<file path="src/rtl/aon_wdog_pkg.sv">
// Shared AON watchdog definitions: register map, CTRL fields, FSM states, feed key.
// Latency: n/a (constants and types only).
// Backpressure: n/a.
package aon_wdog_pkg;

  // Register word addresses
  localparam logic [2:0] ADDR_CTRL    = 3'd0;
  localparam logic [2:0] ADDR_CMP_IRQ = 3'd1;
  localparam logic [2:0] ADDR_CMP_RST = 3'd2;
  localparam logic [2:0] ADDR_FEED    = 3'd3;
  localparam logic [2:0] ADDR_COUNT   = 3'd4;

  // CTRL bit fields
  localparam int CTRL_EN_BIT    = 0;
  localparam int CTRL_PRESC_LSB = 4;
  localparam int CTRL_PRESC_MSB = 7;

  // Magic value software must write to FEED ("WDOG")
  localparam logic [31:0] FEED_KEY_DEFAULT = 32'h5744_4F47;

  typedef enum logic [1:0] {
    ST_IDLE = 2'd0,
    ST_RUN  = 2'd1,
    ST_IRQ  = 2'd2,
    ST_RST  = 2'd3
  } wdog_state_t;

endpackage

</file>
<file path="src/rtl/aon_wdog_presc.sv">
// Watchdog prescaler: 16-bit free counter producing a tick every 2^presc cycles.
// Latency: tick is combinational from the registered counter.
// Backpressure: none; counter is held at 0 whenever run is low or clr is high.
//
// Ports:
//   clk, resetn   AON clock, synchronous active-low reset
//   run           count enable (watchdog in RUN/IRQ)
//   clr           synchronous clear (feed or disable)
//   presc         tick period exponent
//   tick          one-cycle count enable for the watchdog counter
module aon_wdog_presc (
  input  logic       clk,
  input  logic       resetn,
  input  logic       run,
  input  logic       clr,
  input  logic [3:0] presc,
  output logic       tick
);

  logic [15:0] cnt;
  logic [15:0] mask;

  // Low presc bits all ones -> tick; presc=0 gives an empty mask, so every cycle ticks.
  always_comb begin
    mask = (16'd1 << presc) - 16'd1;
  end

  assign tick = run & ((cnt & mask) == mask);

  always_ff @(posedge clk) begin
    if (!resetn || clr || !run) begin
      cnt <= 16'd0;
    end else begin
      cnt <= cnt + 16'd1;
    end
  end

endmodule

</file>
<file path="src/rtl/aon_wdog.sv">
// Always-on watchdog: counts prescaled ticks, raises an IRQ then a timed reset request.
// Latency: reg_ready one cycle after reg_valid; state follows threshold compares by one cycle.
// Backpressure: requester holds reg_valid until reg_ready; one access per two cycles at most.
//
// Ports:
//   clk, resetn                 AON clock, synchronous active-low reset
//   reg_valid/write/addr/wdata  register access request
//   reg_ready/rdata             one-cycle completion, read data valid with it
//   wdog_irq                    level interrupt (IRQ and RST states)
//   wdog_rst_req                reset request, high for RST_PULSE cycles
module aon_wdog
  import aon_wdog_pkg::*;
#(
  parameter int          CNT_W     = 32,
  parameter int          RST_PULSE = 16,
  parameter logic [31:0] FEED_KEY  = FEED_KEY_DEFAULT
) (
  input  logic        clk,
  input  logic        resetn,
  input  logic        reg_valid,
  input  logic        reg_write,
  input  logic [2:0]  reg_addr,
  input  logic [31:0] reg_wdata,
  output logic        reg_ready,
  output logic [31:0] reg_rdata,
  output logic        wdog_irq,
  output logic        wdog_rst_req
);

  localparam int              RC_W     = (RST_PULSE > 1) ? $clog2(RST_PULSE) : 1;
  localparam logic [RC_W-1:0] RST_LAST = RC_W'(RST_PULSE - 1);

  wdog_state_t      state;
  logic             en;
  logic [3:0]       presc;
  logic [CNT_W-1:0] cmp_irq;
  logic [CNT_W-1:0] cmp_rst;
  logic [CNT_W-1:0] count;
  logic [RC_W-1:0]  rst_cnt;

  logic wr_fire;
  logic ctrl_wr;
  logic cmpi_wr;
  logic cmpr_wr;
  logic feed_wr;
  logic running;
  logic feed_ok;
  logic dis_ok;
  logic tick;

  // Writes commit on the edge that ends the reg_ready cycle.
  assign wr_fire = reg_valid & reg_ready & reg_write;
  assign ctrl_wr = wr_fire && (reg_addr == ADDR_CTRL);
  assign cmpi_wr = wr_fire && (reg_addr == ADDR_CMP_IRQ);
  assign cmpr_wr = wr_fire && (reg_addr == ADDR_CMP_RST);
  assign feed_wr = wr_fire && (reg_addr == ADDR_FEED);

  assign running = (state == ST_RUN) || (state == ST_IRQ);
  assign feed_ok = feed_wr && (reg_wdata == FEED_KEY) && running;
  assign dis_ok  = ctrl_wr && !reg_wdata[CTRL_EN_BIT] && running;

  aon_wdog_presc u_presc (
    .clk    (clk),
    .resetn (resetn),
    .run    (running),
    .clr    (feed_ok | dis_ok),
    .presc  (presc),
    .tick   (tick)
  );

  // Register port handshake: ready pulses for one cycle per request.
  always_ff @(posedge clk) begin
    if (!resetn) begin
      reg_ready <= 1'b0;
    end else begin
      reg_ready <= reg_valid & ~reg_ready;
    end
  end

  always_comb begin
    reg_rdata = 32'd0;
    if (reg_ready) begin
      case (reg_addr)
        ADDR_CTRL:    reg_rdata = {24'd0, presc, 3'd0, en};
        ADDR_CMP_IRQ: reg_rdata = 32'(cmp_irq);
        ADDR_CMP_RST: reg_rdata = 32'(cmp_rst);
        ADDR_COUNT:   reg_rdata = 32'(count);
        default:      reg_rdata = 32'd0;
      endcase
    end
  end

  always_ff @(posedge clk) begin
    if (!resetn) begin
      state   <= ST_IDLE;
      en      <= 1'b0;
      presc   <= 4'd0;
      cmp_irq <= '1;
      cmp_rst <= '1;
      count   <= '0;
      rst_cnt <= '0;
    end else begin
      case (state)
        ST_IDLE: begin
          count <= '0;
          // Configuration is only writable while stopped.
          if (cmpi_wr) cmp_irq <= reg_wdata[CNT_W-1:0];
          if (cmpr_wr) cmp_rst <= reg_wdata[CNT_W-1:0];
          if (ctrl_wr) begin
            en    <= reg_wdata[CTRL_EN_BIT];
            presc <= reg_wdata[CTRL_PRESC_MSB:CTRL_PRESC_LSB];
            if (reg_wdata[CTRL_EN_BIT]) state <= ST_RUN;
          end
        end
        ST_RUN, ST_IRQ: begin
          // Feed and disable override a threshold hit in the same cycle.
          if (feed_ok) begin
            count <= '0;
            state <= ST_RUN;
          end else if (dis_ok) begin
            count <= '0;
            en    <= 1'b0;
            state <= ST_IDLE;
          end else begin
            if (tick && (count != '1)) count <= count + CNT_W'(1);
            if (count >= cmp_rst) begin
              state <= ST_RST;
            end else if (count >= cmp_irq) begin
              state <= ST_IRQ;
            end
          end
        end
        ST_RST: begin
          if (rst_cnt == RST_LAST) begin
            rst_cnt <= '0;
            count   <= '0;
            en      <= 1'b0;
            state   <= ST_IDLE;
          end else begin
            rst_cnt <= rst_cnt + RC_W'(1);
          end
        end
        default: state <= ST_IDLE;
      endcase
    end
  end

  assign wdog_irq     = (state == ST_IRQ) || (state == ST_RST);
  assign wdog_rst_req = (state == ST_RST);

endmodule

</file>
<file path="config.mk">
export PLATFORM = sky130hd
export DESIGN_NAME = aon_wdog
export DESIGN_NICKNAME = d
export VERILOG_FILES = /design/src/rtl/aon_wdog_pkg.sv /design/src/rtl/aon_wdog_presc.sv /design/src/rtl/aon_wdog.sv
export SDC_FILE = /design/constraint.sdc
export NUM_CORES = 1
export LEC_CHECK = 0
export ABC_AREA = 1
export CAP_MARGIN = 0
export CORE_MARGIN = 3
export CORE_UTILIZATION = 45
export DETAILED_ROUTE_END_ITERATION = 8
export SLEW_MARGIN = 15
export SYNTH_ARGS = -nofsm -noshare
export SYNTH_HDL_FRONTEND = slang
export SYNTH_SLANG_ARGS = --single-unit
export TNS_END_PERCENT = 5
</file>
<file path="constraint.sdc">
create_clock -name clk -period 5 [get_ports clk]
set_input_delay 0.5 -clock clk [delete_from_list [all_inputs] [get_ports clk]]
set_output_delay 0.5 -clock clk [all_outputs]
set_load 0.02 [all_outputs]
</file>
; Word level (Yosys, flattened, before mapping)
; Index checks and enable logic that the tools add are counted.
[classes]
n_lt_le_gt_ge = 2
muxes = 21
bitwise = 7
add_sub_neg = 4
n_div = 0
multipliers = 0
reduce_logical = 25
shift = 1
n_eq_ne = 18
[op_table]
columns = op, n
row1 = two-way mux 32 bit, 5
row2 = case mux 32 bit (4 select lines), 1
row3 = case mux 32 bit (3 select lines), 1
row4 = greater-or-equal comparator 32 bit, 2
row5 = adder 32 x 1 -> 32 bit (second input constant), 1
row6 = equality test 32 x 31 -> 1 bit (second input constant), 1
row7 = inequality test 32 bit (second input constant), 1
row8 = adder 16 x 1 -> 16 bit (second input constant), 1
row9 = bitwise AND 16 bit, 1
row10 = equality test 16 bit, 1
row11 = << shifter 1 x 4 -> 16 bit (first input constant), 1
row12 = subtractor 16 x 1 -> 16 bit (second input constant), 1
row13 = two-way mux 2 bit, 7
row14 = logical AND 1 bit, 9
row15 = inequality test 2 bit (second input constant), 4
row16 = AND reduction 2 bit, 4
row17 = AND reduction 4 bit, 2
row18 = equality test 3 x 2 -> 1 bit (second input constant), 2
row19 = case mux 2 bit (3 select lines), 1
row20 = inequality test 5 bit (second input constant), 1
row21 = adder 4 x 1 -> 4 bit (second input constant), 1
row22 = bitwise AND 1 bit, 4
row23 = equality test 2 bit (second input constant), 2
row24 = equality test 4 bit (second input constant), 1
row25 = other kinds (15), 23
[word_totals]
rom_bits = 0
inputBits = 39
mem_count = 0
out_inout_bits = 35
ff_bits = 124
latchBits = 0
mem_bits_rw = 0

; Longest topological paths before layout
; Gate-level depths: netlist (run 1).
[depth]
word_depth = 10
depth_mapped = 18
mapped_depth_nobuf = 18

; Modules after synthesis
; A second synthesis (run 1) with hierarchy kept.
[hier_totals]
hier_cells = 1346
hier_area_um2 = 8648.3
[modules_own_cells]
columns = mod, cells_each, area_per_inst_um2, n_inst, seq_area_each_um2
row1 = aon_wdog, 1170, 7627.3, 1, 2162.1
row2 = aon_wdog_presc, 176, 1021.0, 1, 300.3

; Worst setup path after synthesis (run 1)
; OpenSTA, ideal clock, no wires.
[synth_timing]
path_kind = input -> output
start = input reg_addr[0]
end = output reg_rdata[27]
t_arrival_ps = 1865
t_required_ps = 4500
setup_slack_ps = 2635
n_path_buf = 1
stages = 6
cell_sequence = nor3_1 > clkinv_1 > clkbuf_1 > nor2_1 > o21ai_0 > inv_1
[synth_via]
elab_chain_cells = 3
word_cells_on_any_way = 6
classes_between = eq/ne: 3 / mux: 2 / reduce/logical: 1
[synth_lines]
columns = element, line_no
row1 = start: declaration, aon_wdog.sv:22  ; input logic [2:0] reg_addr,
row2 = "equality test 3 bit, or another cell as far along", aon_wdog.sv:83  ; case (reg_addr)
row3 = case mux 32 bit (4 select lines) *, aon_wdog.sv:83
row4 = two-way mux 32 bit *, aon_wdog.sv:82  ; if (reg_ready) begin
row5 = end: declaration, aon_wdog.sv:25  ; output logic [31:0] reg_rdata,
; Every way passes the cells marked *; elsewhere a longest branch is shown, timed or not.

; Final worst setup path (run 1)
[layout_timing]
start = input reg_addr[2]
end = output reg_rdata[6]
; The elaborated chain is that of the path after synthesis.

==> results of run 1 <==
## worst register-to-register path: stages (launching register included)
cell and delay (ns):
dfxtp_1 0.31, buf_4 0.34, nand3_1 0.32, nor2_1 0.32, nand3_2 0.37, nand3_1 0.21
nand2_1 0.47, nand2_2 0.82, o21ai_0 0.22, nand2_1 0.10, nor2_1 0.04
## flip-flops by register name (all words and copies together) (netlist names)
signal       flops
cmp_irq         32
cmp_rst         32
count           32
en               1
presc            4
reg_ready        1
rst_cnt          4
state            2
u_presc.cnt     15
## metal layers
metal | share of wire (%) | wire [um] | GRT usage, % | vias to the layer above
met2 | 47 | 13100 | 46.3 | 262
met3 | 5.6 | 1570 | 5.59 | 54
met1 | 44 | 12400 | 35.2 | 4113
met4 | 3.4 | 942 | 10.0 | 0
li1 | - | - | - | 4465
met5 | 0 | 0 | 0 | -
## final cells by class
| type | count | area (um^2) |
|---|---|---|
| well taps | 229 | 287 |
| inverters | 198 | 743 |
| fillers | 1904 | 8330 |
| clock inverters | 12 | 98.8 |
| flip-flops and latches | 123 | 2460 |
| clock buffers | 20 | 457 |
| repair buffers | 82 | 793 |
| multi-input cells | 937 | 5100 |
## final timing paths
kind	start	cells past startpoint	end	slack [ns]
worst max-delay path	reg_addr[2]	7	reg_rdata[6]	1.08
worst min-delay path	u_presc.cnt[0]$_SDFF_PP0_	1	u_presc.cnt[0]$_SDFF_PP0_	0.46
worst max register to register	reg_ready$_SDFF_PN0_	10	count[5]$_SDFFE_PN0P_	1.37
worst min register to register	u_presc.cnt[0]$_SDFF_PP0_	1	u_presc.cnt[0]$_SDFF_PP0_	0.46
## cells by family after synthesis
| group | synth area share [%] |
|---|---|
| adders and majority gates | 10.4 |
| xor gates and xnor gates | 0.927 |
| and+or+nand+nor | 31.1 |
| DFF | 28.9 |
| AOI/OAI and AO/OA | 17.5 |
| buffers and inverters | 11.1 |
## stage by stage
step | setup slack [ns] | total power, uW | area, um^2 | utilization (%)
finish | 1.08 | 2660 | 9940 | 54.4
global placement | 0.967 | 1500 | 9390 | 51.4
floorplan | 2.64 | 1340 | 8510 | -
global route | 0.925 | 2770 | 9940 | 54.4
detailed placement | 0.962 | 1490 | 9390 | 51.4
CTS | 1.10 | 2670 | 9940 | 54.4
## power groups by stage
stage               registers, uW  clock network [uW]  logic (uW)
finish                       1030                1180         449
global route                 1030                1240         502
CTS                          1030                1190         447
detailed placement           1050                   0         443
global placement             1050                   0         448
floorplan                    1040                   0         296
## cell usage in the layout (no fill, tap or decap), drive strengths merged
| cell type | n |
|---|---|
| nand2 | 288 |
| inv | 197 |
| nor2 | 140 |
| dfxtp | 123 |
| nand3 | 101 |
| a21oi | 74 |
| clkdlybuf4s50 | 72 |
| ha | 71 |
| o211ai | 67 |
| o21ai | 60 |
| nor3 | 45 |
| o22ai | 23 |
| clkbuf | 20 |
| nand4 | 18 |
| buf | 10 |
| nor4 | 8 |
| clkinv | 8 |
| nor3b | 7 |
| xor2 | 7 |
| o221ai | 5 |
| a221oi | 5 |
| o21a | 5 |
| nand3b | 4 |
| clkinvlp | 4 |
| or2 | 2 |
| a211oi | 2 |
| xnor2 | 2 |
| a21boi | 1 |
| a21o | 1 |
| a31oi | 1 |
| bufinv | 1 |
==> run_results.csv, run 1 <==
group,metric,value,unit
yosys,yosys-top-cells-area,"dfxtp_1 (29%), nand2_1 (13%), ha_1 (10%), inv_1 (8.5%), nor2_1 (6.0%)",
timing,rsz0062_at_grt,"no",
drt,drc_violation_count_after_routing,0,
timing,fin_crit,3.92,ns
yosys,ys_seq_elements,123,
critical_path,cp-end-kind,"output pin",
yosys,syn-cell-area,8510,um^2
global_route,initial_antenna_violation_count,0,
global_route,grt_pass1_wl,44600,um
floorplan,fp.dieArea,20600,um^2
pwr,power.share.combinational,16.9,%
critical_path,max_stage_delay,0.63,ns
timing,report.final.slew_viol_count,0,
critical_path,crit_family,"buffers and inverters",
drt,vias_per_cell,5.56,
floorplan,count_of_pins_on_the_block_boundary,74,
place,post-place-cells,1569,
critical_path,critical_path.startpoint_type,"input pin",
floorplan,die_width,143,um
timing,fmax,255,MHz
global_route,maximum_number_of_pins_on_one_net_before_global_route_repair,70,
timing,max_slew.worst_pin.slew,1.11,ns
cells_and_area,share_of_cells_above_drive_strength_1,4.30,%
yosys,ys.flop_type,"dfxtp_1",
yosys,synth.most_common_cell,"nand2_1",
global_route,via_count_of_the_first_global_routing_pass,8402,
pwr,power.static_leakage,0.00485,uW
clocking,cts_hold_repair.buffers,0,
yosys,post_synth_num_cell_types,38,
pwr,p_per_area,268,nW/um^2
yosys,synth_top_area_share,28.9,%
floorplan,row_count,49,
clocking,cts_tree,"built",
pwr,seq_power_share,38.7,%
critical_path,timing.critical_path.required,4.50,ns
clocking,clock_sink_count,123,
timing,layout_worst_path_cycle_share,78.4,%
cells_and_area,final_nets,1469,
place,gp_routability_congestion,0.906,
drt,detail_route.first_pass.iterations,7,
timing,final_layout_worst_hold_slack,0.457,ns
worst_hold_path,hold_class,"register to register",
place,io_buffer_count,73,
clocking,post_cts.repair.setup_buffers,0,
pwr,share_clk_of_total_power,44.4,%
yosys,synth-warning-count,0,
timing,hold_fails_final_rpt,0,
cells_and_area,diodes,0,
pwr,power.net_switching,826,uW
yosys,synth_sequential_area_ratio,28.9,%
flow_run,cap_violations,0,
yosys,commonest_cells_in_the_synthesized_netlist,"nand2_1 (287), inv_1 (193), nor2_1 (136), dfxtp_1 (123), nand3_1 (99)",
critical_path,critPathSlowestCell,"clkdlybuf4s50_1",
timing,setup_total_negative_slack,0,ns
clocking,clk_latency,0.42,ns
clocking,clockBufferDepth,2,
drt,drtAntennaViolNets,0,
clocking,clock_tree.root_cell,"clkbuf_16",
critical_path,critical_path.max_fanout,31,
yosys,avgSynthCellArea,6.50,um^2
drt,totalWireLength,28000,um
critical_path,critical_path.cell_chain,"clkdlybuf4s50_1 > nor3_1 > inv_1 > o22ai_1 > a221oi_1 > nor2_1 > clkdlybuf4s50_1",
clocking,clk_pin_slew_worst_paths,0.06,ns
timing,remaining_max_slew_budget_at_the_tightest_pin,25.9,%
global_route,gr-total-overflow,0,
yosys,postSynthNetCount,1418,
pwr,p_sw_share,31.0,%
timing,skew,0.00790,ns
pwr,cell_internal_pwr,1840,uW
critical_path,setup.worst_path.class,"input pin to output pin",
pwr,vdd.ir_drop.worst,0.231,mV
critical_path,cpMostUsedCell,"clkdlybuf4s50_1",
clocking,cts_htree_levels,4,
cells_and_area,syn2layout_area_growth,16.9,%
floorplan,core_area,18300,um^2
drt,wl_per_cell,17.5,um
drt,dr.first_iter.drc_count,776,
place,detailedPlacementHpwl,20800,um
outcome,outcome,"finished clean",
yosys,synth_edf_count,0,
drt,route.vias.total,8894,
clocking,cts-buffers-inserted,17,
cells_and_area,layout.cells.non_filler,1601,
floorplan,dieHeight,143,um
clocking,cts_repair_resize_count,0,
critical_path,worst-path-buf-inv,3,
global_route,grtUsageTotal,27.6,%
yosys,synthArstFlopShare,0,%
critical_path,worst-endpoint-arrival,3.42,ns
yosys,yosysTopAreaCell,"dfxtp_1",
yosys,synth_cells,1308,
timing,setup_viol,0,
floorplan,initial_core_util,46.6,%
Note: power is estimated with default switching activity, not from simulation.
==> run 2: changes to the inputs <==
Clock period 5 ns to 3.61 ns, I/O delays scaled along.
==> run_results.csv, run 2 (synthesized netlist as in run 1, its figures left out) <==
group,metric,value,unit
floorplan,initial_core_util,46.6,%
critical_path,crit_family,"buffers and inverters",
critical_path,setup.worst_path.class,"input pin to output pin",
drt,vias_per_cell,5.51,
global_route,initial_antenna_violation_count,0,
drt,route.vias.total,8896,
drt,drtAntennaViolNets,0,
cells_and_area,final_nets,1483,
clocking,cts_tree,"built",
clocking,cts-buffers-inserted,17,
cells_and_area,syn2layout_area_growth,18.9,%
critical_path,timing.reg2reg.setup_slack,0.79,ns
place,gp_routability_congestion,0.913,
floorplan,dieHeight,143,um
drt,dr.first_iter.drc_count,707,
timing,fin_crit,3.29,ns
clocking,clockBufferDepth,2,
clocking,clock_sink_count,123,
cells_and_area,final_cell_mix,"nand2_1 (287), inv_1 (193), nor2_1 (136)",
timing,setup_viol,0,
clocking,clk_pin_slew_worst_paths,0.06,ns
clocking,cts_htree_levels,4,
cells_and_area,share_of_cells_above_drive_strength_1,5.12,%
floorplan,row_count,49,
global_route,grt_pass1_wl,44700,um
global_route,via_count_of_the_first_global_routing_pass,8520,
critical_path,worst-path-buf-inv,5,
cells_and_area,layout_commonest_cell,"nand2_1",
drt,drc_violation_count_after_routing,0,
timing,setup_total_negative_slack,0,ns
pwr,vdd.ir_drop.worst,0.292,mV
timing,timing.final.ws_setup,0.316,ns
clocking,clk_latency,0.42,ns
floorplan,count_of_pins_on_the_block_boundary,74,
clocking,post_cts.repair.setup_buffers,0,
timing,remaining_max_slew_budget_at_the_tightest_pin,59.0,%
global_route,grtUsageTotal,27.6,%
cells_and_area,fillerInstances,1849,
place,dp_worst_setup_slack,0.422,ns
pwr,power.static_leakage,0.00494,uW
drt,wl_per_cell,17.4,um
critical_path,worst-endpoint-arrival,2.93,ns
critical_path,critical_path.cell_chain,"clkdlybuf4s50_1 > nor3_1 > inv_1 > buf_4 > o22ai_1 > o21ai_0 > inv_1 > clkdlybuf4s50_1",
place,detailedPlacementHpwl,21200,um
clocking,cts_hold_repair.buffers,0,
place,io_buffer_count,73,
critical_path,cp-end-kind,"output pin",
clocking,cts_repair_resize_count,0,
cells_and_area,diodes,0,
floorplan,fp.dieArea,20600,um^2
floorplan,die_width,143,um
timing,report.final.slew_viol_count,0,
timing,hold_fails_final_rpt,0,
outcome,outcome,"finished clean",
critical_path,critical_path.max_fanout,19,
worst_hold_path,hold_class,"register to register",
floorplan,core_area,18300,um^2
drt,detail_route.first_pass.iterations,6,
drt,totalWireLength,28000,um
timing,fmax,304,MHz
timing,skew,0.00961,ns
critical_path,critPathSlowestCell,"clkdlybuf4s50_1",
timing,rsz0062_at_grt,"no",
flow_run,cap_violations,0,
pwr,p_per_area,380,nW/um^2
pwr,report.power.total,3850,uW
timing,layout_worst_path_cycle_share,91.3,%
global_route,gr-total-overflow,0,
critical_path,critical_path.startpoint_type,"input pin",
cells_and_area,largestRegisters,"cmp_irq x32, cmp_rst x32, count x32",
critical_path,timing.critical_path.required,3.25,ns
cells_and_area,share_of_the_core_filled_with_cells,55.3,%
global_route,maximum_number_of_pins_on_one_net_before_global_route_repair,44,
critical_path,max_stage_delay,0.59,ns
clocking,clock_tree.root_cell,"clkbuf_16",
timing,max_slew.worst_pin.slew,0.610,ns
## run 2: cell types whose count changed in the layout (fill, tap and decap cells not counted), sizes merged
cell / change
buf: +14
bufinv: +2
clkinv: -2
clkbuf: +1
clkinvlp: -1
## run 2: layer usage
layer,GRT usage [%],part of all wire [%]
met5,0,0
met3,4.83,5.8
met4,10.6,3.3
met1,35.5,44
met2,46.2,47
## run 2: cell type report
class	instances	area (um^2)	share of cell area, %
clock buffers	21	450	4.45
clock inverters	11	145	1.44
inverters	198	743	7.35
multi-input cells	937	5100	50.4
flip-flops and latches	123	2460	24.4
well taps	229	287	2.83
repair buffers	96	923	9.13
## run 2: metrics by stage
stage / hold WS (ns) / cell area, um^2 / std cells
CTS: 0.468 / 10100 / 1615
global placement: 0.449 / 9520 / 1583
global route: 0.490 / 10100 / 1615
floorplan: 0.430 / 8510 / 1308
detailed placement: 0.454 / 9520 / 1583
finish: 0.464 / 10100 / 1615
## run 2: report_power, final
group,leakage [uW],switching (uW),internal [uW]
Combinational,0.00366,456,200
Sequential,0.000994,38.8,1390
Clock,0.000283,660,1100
Total,0.00494,1150,2690
## run 2: path summary, 6_finish.rpt
kind	end	cells past startpoint	start
max	reg_rdata[17]	8	reg_addr[2]
min reg2reg	u_presc.cnt[0]$_SDFF_PP0_	1	u_presc.cnt[0]$_SDFF_PP0_
min	u_presc.cnt[0]$_SDFF_PP0_	1	u_presc.cnt[0]$_SDFF_PP0_
max reg2reg	count[18]$_SDFFE_PN0P_	15	presc[1]$_SDFFE_PN0P_
## run 2: worst register-to-register path, stage by stage, from the launching register on
cell and delay [ns]:
dfxtp_1 0.51, inv_1 0.22, nand3_1 0.14, ha_1 0.17, inv_1 0.07, a21oi_4 0.21
inv_1 0.10, o211ai_1 0.18, nand2_1 0.07, nor2_1 0.13, nand3_2 0.11, nand2_2 0.06
buf_4 0.37, o21ai_0 0.22, nand2_1 0.10, nor2_1 0.05
